===== config.mk =====
export PLATFORM = sky130hd
export DESIGN_NAME = bn_hswish_stage
export DESIGN_NICKNAME = d
export VERILOG_FILES = /design/src/rtl/bn_hswish_stage.sv
export SDC_FILE = /design/constraint.sdc
export NUM_CORES = 2
export LEC_CHECK = 0
export CORE_MARGIN = 2
export CORE_UTILIZATION = 66
export CTS_BUF_LIST = sky130_fd_sc_hd__clkbuf_8
export DETAILED_ROUTE_END_ITERATION = 7
export PLACE_DENSITY = 0.83
export SYNTH_ARGS = -nofsm -noshare
export SYNTH_HDL_FRONTEND = slang
export SYNTH_SLANG_ARGS = --single-unit

===== constraint.sdc =====
create_clock -name clk -period 16.19 [get_ports clk]
set_input_delay 2.4285 -clock clk [delete_from_list [all_inputs] [get_ports clk]]
set_output_delay 2.4285 -clock clk [all_outputs]
set_load 0.05 [all_outputs]

===== src/rtl/bn_hswish_stage.sv =====
// Per-channel scale/bias followed by identity, ReLU or hard-swish on a channel-serial Q-format stream.
// Three register stages (multiply, round+bias+saturate, activation); frames are sequenced by an IDLE/RUN/DONE FSM.
module bn_hswish_stage #(
  parameter  int N        = 16,
  parameter  int Q        = 8,
  parameter  int WIDTH    = 112,
  parameter  int HEIGHT   = 112,
  parameter  int CHANNELS = 16,
  parameter  int ACT      = 2,
  localparam int CHW      = (CHANNELS > 1) ? $clog2(CHANNELS) : 1
) (
  input  logic                clk,
  input  logic                rst,
  input  logic                en,
  input  logic                cfg_we,
  input  logic [CHW-1:0]      cfg_addr,
  input  logic signed [N-1:0] cfg_scale,
  input  logic signed [N-1:0] cfg_bias,
  input  logic signed [N-1:0] data_in,
  input  logic [CHW-1:0]      channel_in,
  input  logic                valid_in,
  output logic signed [N-1:0] data_out,
  output logic [CHW-1:0]      channel_out,
  output logic                valid_out,
  output logic                done
);
  localparam int TOTAL = WIDTH * HEIGHT * CHANNELS;
  localparam int CW    = $clog2(TOTAL + 1);
  localparam logic [CW-1:0] TOT  = CW'(TOTAL);
  localparam logic [CW-1:0] LAST = CW'(TOTAL - 1);
  localparam logic signed [N-1:0]   ONE  = N'(1 << Q);
  localparam logic signed [47:0]    MAXV = (48'sd1 <<< (N - 1)) - 48'sd1;
  localparam logic signed [47:0]    MINV = -(48'sd1 <<< (N - 1));
  localparam logic signed [2*N:0]   RND  = {{(2*N+1-Q){1'b0}}, 1'b1, {(Q-1){1'b0}}};
  localparam logic signed [47:0]    THREE = 48'sd3 <<< Q;
  localparam logic signed [47:0]    SIX   = 48'sd6 <<< Q;
  localparam logic signed [47:0]    KSIX  = 48'sd10923;  // round(65536/6)
  localparam logic signed [47:0]    HALF  = 48'sd1 <<< (Q + 15);

  typedef enum logic [1:0] {IDLE, RUN, DONE} state_t;

  state_t                state_q, state_d;
  logic [CW-1:0]         in_cnt_q, out_cnt_q;
  logic signed [N-1:0]   scale_q [CHANNELS];
  logic signed [N-1:0]   bias_q  [CHANNELS];
  logic [3:1]            vld_q;
  logic [CHW-1:0]        ch1_q, ch2_q, ch3_q;
  logic signed [2*N-1:0] m_q;
  logic signed [N-1:0]   y_q, out_q;
  logic                  accept;

  function automatic logic signed [N-1:0] sat(input logic signed [47:0] v);
    if (v > MAXV) return MAXV[N-1:0];
    if (v < MINV) return MINV[N-1:0];
    return v[N-1:0];
  endfunction

  // FSM: state register / next state / outputs
  always_ff @(posedge clk) begin
    if (rst) state_q <= IDLE;
    else     state_q <= state_d;
  end

  always_comb begin
    state_d = state_q;
    case (state_q)
      IDLE:    if (en) state_d = RUN;
      RUN:     if (vld_q[3] && out_cnt_q == LAST) state_d = DONE;
      DONE:    if (!en) state_d = IDLE;
      default: state_d = IDLE;
    endcase
  end

  always_comb begin
    done   = (state_q == DONE);
    accept = (state_q == RUN) && valid_in && (in_cnt_q < TOT) && (int'(channel_in) < CHANNELS);
  end

  // Counters sit at zero in IDLE so every frame starts from a clean count.
  always_ff @(posedge clk) begin
    if (rst || state_q == IDLE) begin
      in_cnt_q  <= '0;
      out_cnt_q <= '0;
    end else begin
      if (accept)   in_cnt_q  <= in_cnt_q + 1'b1;
      if (vld_q[3]) out_cnt_q <= out_cnt_q + 1'b1;
    end
  end

  always_ff @(posedge clk) begin
    if (rst) begin
      for (int c = 0; c < CHANNELS; c++) begin
        scale_q[c] <= ONE;
        bias_q[c]  <= '0;
      end
    end else if (state_q == IDLE && cfg_we && int'(cfg_addr) < CHANNELS) begin
      scale_q[cfg_addr] <= cfg_scale;
      bias_q[cfg_addr]  <= cfg_bias;
    end
  end

  logic signed [2*N-1:0] x_ext, s_ext;
  logic signed [2*N:0]   m_ext, m_sh, b_ext, y_w;
  logic signed [47:0]    y48, t48, p48, h48;
  logic signed [N-1:0]   act_c;

  always_comb begin
    x_ext = {{N{data_in[N-1]}}, data_in};
    s_ext = {{N{scale_q[channel_in][N-1]}}, scale_q[channel_in]};
    m_ext = {m_q[2*N-1], m_q} + RND;
    m_sh  = m_ext >>> Q;
    b_ext = {{(N+1){bias_q[ch1_q][N-1]}}, bias_q[ch1_q]};
    y_w   = m_sh + b_ext;
    // hard-swish: y * clamp(y+3, 0, 6) / 6
    y48   = {{(48-N){y_q[N-1]}}, y_q};
    t48   = y48 + THREE;
    if (t48[47])        t48 = '0;
    else if (t48 > SIX) t48 = SIX;
    p48   = y48 * t48;
    h48   = (p48 * KSIX + HALF) >>> (Q + 16);
    if (ACT == 0)      act_c = y_q;
    else if (ACT == 1) act_c = y_q[N-1] ? '0 : y_q;
    else               act_c = sat(h48);
  end

  always_ff @(posedge clk) begin
    if (rst) begin
      vld_q <= '0;
      ch1_q <= '0; ch2_q <= '0; ch3_q <= '0;
      m_q   <= '0; y_q   <= '0; out_q <= '0;
    end else begin
      vld_q <= {vld_q[2:1], accept};
      if (accept)   begin m_q <= x_ext * s_ext; ch1_q <= channel_in; end
      if (vld_q[1]) begin y_q <= sat({{(47-2*N){y_w[2*N]}}, y_w}); ch2_q <= ch1_q; end
      if (vld_q[2]) begin out_q <= act_c; ch3_q <= ch2_q; end
    end
  end

  assign data_out    = out_q;
  assign channel_out = ch3_q;
  assign valid_out   = vld_q[3];
endmodule


Yosys cells after proc, flatten, opt, wreduce, memory -nomap -nowiden:

Memory sizes are Yosys's and may differ from the RTL's. A register that Yosys moved wholly into a read port is not among the register bits.
Index checks and enable logic that the tools add are counted.

* bits in registers: 117
* RAM bits: 512
* bits of input ports: 61
* output and inout bits: 22
* word-level logic and storage cells: 79
* memories kept: 2

* add/sub/neg operators: 6
* multipliers: 3
* magnitude comparators: 6
* equal/unequal tests: 6
* multiplexer cells: 37
* reduce and logical (&&, ||, !) cells: 9

Memory list
* bias_q: words 16, bits a word 16, rd ports 1, clocked after memory_dff 1, wr ports 16, RTL line 45 `logic signed [N-1:0] bias_q [CHANNELS];`
* scale_q: words 16, bits a word 16, rd ports 1, clocked after memory_dff 0, wr ports 16, RTL line 44 `logic signed [N-1:0] scale_q [CHANNELS];`

Operators by type and width (number)
* 16-bit two-way mux: 10
* 47-bit two-way mux: 2
* 48-bit by 25-bit adder with 48-bit output, second input constant: 1
* 16-bit by 48-bit multiplier with 48-bit output: 1
* 48-bit by 15-bit multiplier with 48-bit output, second input constant: 1
* 18-bit by 1-bit adder with 18-bit output, second input constant: 2
* 32-bit by 9-bit adder with 33-bit output, second input constant: 1
* 16-bit by 16-bit multiplier with 32-bit output: 1
* 16-bit OR reduction: 2
* 25-bit by 16-bit adder with 26-bit output: 1
* 26-bit by 16-bit greater-than comparator with 1-bit output, second input constant: 1
* 26-bit by 16-bit < comparator with 1-bit output, second input constant: 1
* 24-bit by 16-bit greater-than comparator with 1-bit output, second input constant: 1
* 24-bit by 16-bit < comparator with 1-bit output, second input constant: 1
* 18-bit equality test, second input constant: 1
* 18-bit < comparator, second input constant: 1
* 16-bit by 11-bit adder with 17-bit output, second input constant: 1
* 17-bit by 12-bit greater-than comparator with 1-bit output, second input constant: 1
* 1-bit two-way mux: 17
* 4-bit two-way mux: 4
* 2-bit two-way mux: 3
* 2-bit inequality test, second input constant: 3
* 2-bit case mux with 3 select lines: 1
* 1-bit logical AND: 4
* other kinds (5): 5

Longest topological paths before layout:

* word-level depth: 12
* depth in mapped cells: 60
* depth with buffers taken out: 58

Least setup slack after synthesis:

Ideal clock, no wire load.

* kind: reg-to-reg
* start: register y_q[9]
* end: register out_q[5] (netlist: data_out[5])
* library setup time: 134 ps
* data arrival time: 13320 ps
* data required time: 16056 ps
* path slack: 2736 ps
* stages on the path, launching flop included: 55
* path buffers: 3
* clock period less this slack: 13454 ps
* path through: dfxtp_1 -> clkbuf_1 -> inv_1 -> ha_1 -> xor2_1 -> a21oi_1 -> a221o_1 -> nor2_1 -> a21boi_0 -> clkbuf_1 -> nand2_1 -> fa_1 -> fa_1 -> inv_1 -> fa_1 -> fa_1 -> fa_1 -> inv_1 -> (+19 left out) -> fa_1 -> inv_1 -> fa_1 -> inv_1 -> ha_1 -> and3_1 -> nand4_1 -> a2111oi_0 -> o31ai_1 -> a31oi_1 -> or2_1 -> a41o_1 -> xnor2_1 -> nand2_1 -> or4_4 -> o32ai_4 -> buf_6 -> a211oi_1

* longest elaborated chain between the ends: 12
* elaborated cells between the ends (all ways): 15
* classes of those cells: add/sub (2); mul (2); order compare (3); mux (8)

Ends and longest elaborated chain
* start: declaration: RTL line 49 `logic signed [N-1:0] y_q, out_q;`
* start signal: assignment: RTL line 134 `if (vld_q[1]) begin y_q <= sat({{(47-2*N){y_w[2*N]}}, y_w}); ch2_q <= ch1_q; end`
* 16-bit by 11-bit adder with 17-bit output: RTL line 116 `t48 = y48 + THREE;`
* 17-bit by 12-bit greater-than comparator with 1-bit output: RTL line 118 `else if (t48 > SIX) t48 = SIX;`
* 47-bit two-way mux: RTL line 118
* 47-bit two-way mux: RTL line 117 `if (t48[47]) t48 = '0;`
* 16-bit by 48-bit multiplier with 48-bit output *: RTL line 119 `p48 = y48 * t48;`
* 48-bit by 15-bit multiplier with 48-bit output *: RTL line 120 `h48 = (p48 * KSIX + HALF) >>> (Q + 16);`
* 48-bit by 25-bit adder with 48-bit output *: RTL line 120
* 24-bit by 16-bit < comparator with 1-bit output: RTL line 54 `if (v < MINV) return MINV[N-1:0];`
* 1-bit two-way mux (2 in series): RTL line 54
* 16-bit two-way mux: RTL line 55 `return v[N-1:0];`
* 16-bit two-way mux *: RTL line 54
* end signal: assignment: RTL line 135 `if (vld_q[2]) begin out_q <= act_c; ch3_q <= ch2_q; end`
* end: declaration: RTL line 49

Every way passes the cells marked *; elsewhere a longest branch is shown, timed or not. The select of a mux whose other input is x is not followed.
A chain may end at the register's enable or synchronous reset.

Final worst setup path:

* start: register y_q[8]
* end: register out_q[13] (netlist: data_out[13])

Same word-level chain as after synthesis.

==> reports/results.tsv <==
metric	value	unit
outcome	finished, final reports clean	
Critical-path top delay cell	nor4_4	
HPWL after DPL	94.6	mm
Post-DRT Antenna Nets	0	
number of max-cap violations	0	
Worst-path clk slew	0.06	ns
CTS buffer count	90	
Std-Cell Rows	108	
H-tree depth reported by CTS	3	
die area	89800	sq um
minimum clock period	15.11	ns
Synth top area share	26.7	%
ys flop type	edfxtp_1	
drt pass-1 iters	5	
fraction of layout cells with a size suffix above 1	7.33	%
final setup TNS	0	ns
DP Cell Count	6283	
vias in the first global route	40206	
Fill cells	5896	
Cell Area, Synth	57700	sq um
Worst Tran Pin Value	1.25	ns
Iter 0 DRT Violations	3032	
Post-synth EDFFs	512	
setup violators final	0	
Die Height	300	microns
Layout area overhead	6.77	%
clock skew	0.0479	ns
CP max FO	17	
Die W	300	microns
PnR worst setup slack	1.08	ns
CP Class	reg2reg	
GRT Overall Usage	30.4	%
Clk Tree Root Cell	clkbuf_8	
Post-Route WL	132	mm
Distinct cells, synth	86	
pre-CTS setup slack	1.05	ns
GRT overflow	0	
Layout Cells excl Fill	6452	
CTS tree	built	
count of final hold-check violations	0	
Max clock buf depth	3	
initial core utilization	66.6	%
largest net degree at the start of global routing	65	
Synth Warn #	0	
gpl congestion	0.918	
Top Family by Delay on Critical Path	adder cells	
nets@finish	6461	
Worst setup SP type	register	
first-pass GRT wire length	212	mm
DR WL/cell	20.5	microns
core area	86600	sq um
Yosys reg bits	626	
average size of a mapped cell	11.2	sq um
CP max stage delay	0.61	ns
worst path required time	16.80	ns
cell type with the largest total area after synthesis	edfxtp_1	
Period Utilization, post-route	93.3	%
CTS sink cnt	626	
min-delay worst type	reg2reg	
Worst EP arrival	15.72	ns
Syn Inst Count	5135	
Core Util, Final	71.1	%
Clk Latency, worst-skew pair	0.73	ns
top cells by area, synth	edfxtp_1, fa_1, ha_1	
Setup crit end kind	register	
Worst slew margin	16.5	%
post-synthesis sequential area ratio	30.6	%
via count	37881	
fmax	0.0662	GHz
vias per cell	5.87	
final max-slew violation count	0	
Ports	83	
most frequent CP cell	fa_1	
FFs w/ async S/R, synth	0	%
WP buf/inv	11	
drt drc	0	
RSZ-0062 raised after global routing	no	
initial antenna violation count	8	
Port Buffer Count	82	
==> through the flow <==
stage | area [sq um] | hold slack [ns]
6_report | 61600 | 0.474
5_1_grt | 61600 | 0.504
4_1_cts | 61500 | 0.481
3_5_place_dp | 59800 | 0.474
3_3_place_gp | 59800 | 0.465
2_1_floorplan | 57900 | 0.450
==> final timing paths <==
kind | start | to | slack (ns) | cells past startpoint
setup / recovery | y_q[8] | data_out[13] | 1.08 | 55
hold reg to reg | ch1_q[0] | register | 0.47 | 2
hold / removal | ch1_q[0] | register | 0.47 | 2
setup reg to reg | y_q[8] | data_out[13] | 1.08 | 55
==> layout by cell type (no fill, tap or decap), types with 12 or more instances in the layout <==
cell type	synthesis	layout
clkbuf_8	0	95
fa_1	680	680
nand3_1	51	51
a21oi_1	126	126
buf_4	1	51
ha_1	499	499
mux2i_1	12	12
a221o_1	16	16
or3_1	29	29
and3_1	31	30
clkinv_2	0	12
nand2_1	314	314
xnor2_1	113	113
edfxtp_1	512	512
inv_1	908	938
nand2b_1	41	41
a21o_1	64	64
dfxtp_1	114	112
or2_2	19	19
o21a_1	22	22
nor3_1	27	23
conb_1	2	76
nor2_1	147	134
and2_1	660	660
nor2_2	0	13
mux4_2	159	159
nor2b_1	33	33
nand4_1	25	25
a211oi_1	29	29
clkdlybuf4s50_1	0	79
clkinv_1	1	19
o21ai_0	72	72
xor2_1	71	71
o21bai_1	16	15
==> synth_stat cells (12+ instances only) <==
master and n:
xor2_1 71, or2_2 19, nor3_1 27, a221o_1 16
a21oi_1 126, mux4_2 159, o21a_1 22, nand2_1 314
and2_1 660, fa_1 680, mux2i_1 12, dfxtp_1 114
nand2b_1 41, a211oi_1 29, xnor2_1 113, nor2_1 147
or3_1 29, ha_1 499, inv_1 908, nor2b_1 33
buf_1 15, clkbuf_1 193, a21o_1 64, nand4_1 25
and3_1 31, o21bai_1 16, nand3_1 51, edfxtp_1 512
o21ai_0 72
==> sequential cells by signal, summed over array words and instances, names as in the netlist, named ones only <==
| signal | flops |
|---|---|
| data_out | 16 |
| ch2_q | 4 |
| state_q | 2 |
| vld_q | 3 |
| y_q | 16 |
| channel_out | 4 |
| m_q | 25 |
| scale_q | 256 |
| out_cnt_q | 18 |
| bias_q | 256 |
| ch1_q | 4 |
| in_cnt_q | 18 |
==> worst min-delay path, stage by stage, from the launching register on <==
cell and delay (ns):
dfxtp_1 0.31, nand2_1 0.05, a21oi_1 0.06
==> kinds of logic (layout without fill, tap and decap cells) <==
group	count (synthesis)	count (layout)	synth area share, %
compound gates	427	427	4.92
xor+xnor	185	185	2.84
fa+ha+maj	1179	1179	34.4
buf+inv	1122	1207	7.33
flops	626	626	30.6
mux	172	172	6.44
other cells	2	79	0.0130
simple gates	1422	1422	13.4
==> layout make-up <==
cell class	count	area (sq um)	share of cell area [%]
Antenna cell	3	7.51	0.0122
Tap cell	1155	1450	2.35
Clock inverter	70	397	0.644
Timing Repair Buffer	133	1200	1.95
Inverter	909	3410	5.54
Sequential cell	626	17700	28.7
Clock buffer	95	1310	2.12
Multi-Input combinational cell	3461	36100	58.7
==> what timing repair did <==
| action | in CTS | in global routing |
|---|---|---|
| gates resized for setup | 0 | 2 |
| setup endpoints to repair | 0 | 15 |
| hold buffers | 0 | 0 |
| buffers inserted | 0 | 1 |
==> per-layer routing <==
| layer | track usage [%] | wire length (microns) |
|---|---|---|
| met1 | 39.1 | 49900 |
| met2 | 52.0 | 67000 |
| met3 | 5.02 | 10400 |
| met4 | 11.7 | 4720 |
| met5 | 0 | 61 |
Power is not shown: default switching activity piles up to over one toggle a cycle in this logic, so the estimate is an artifact.
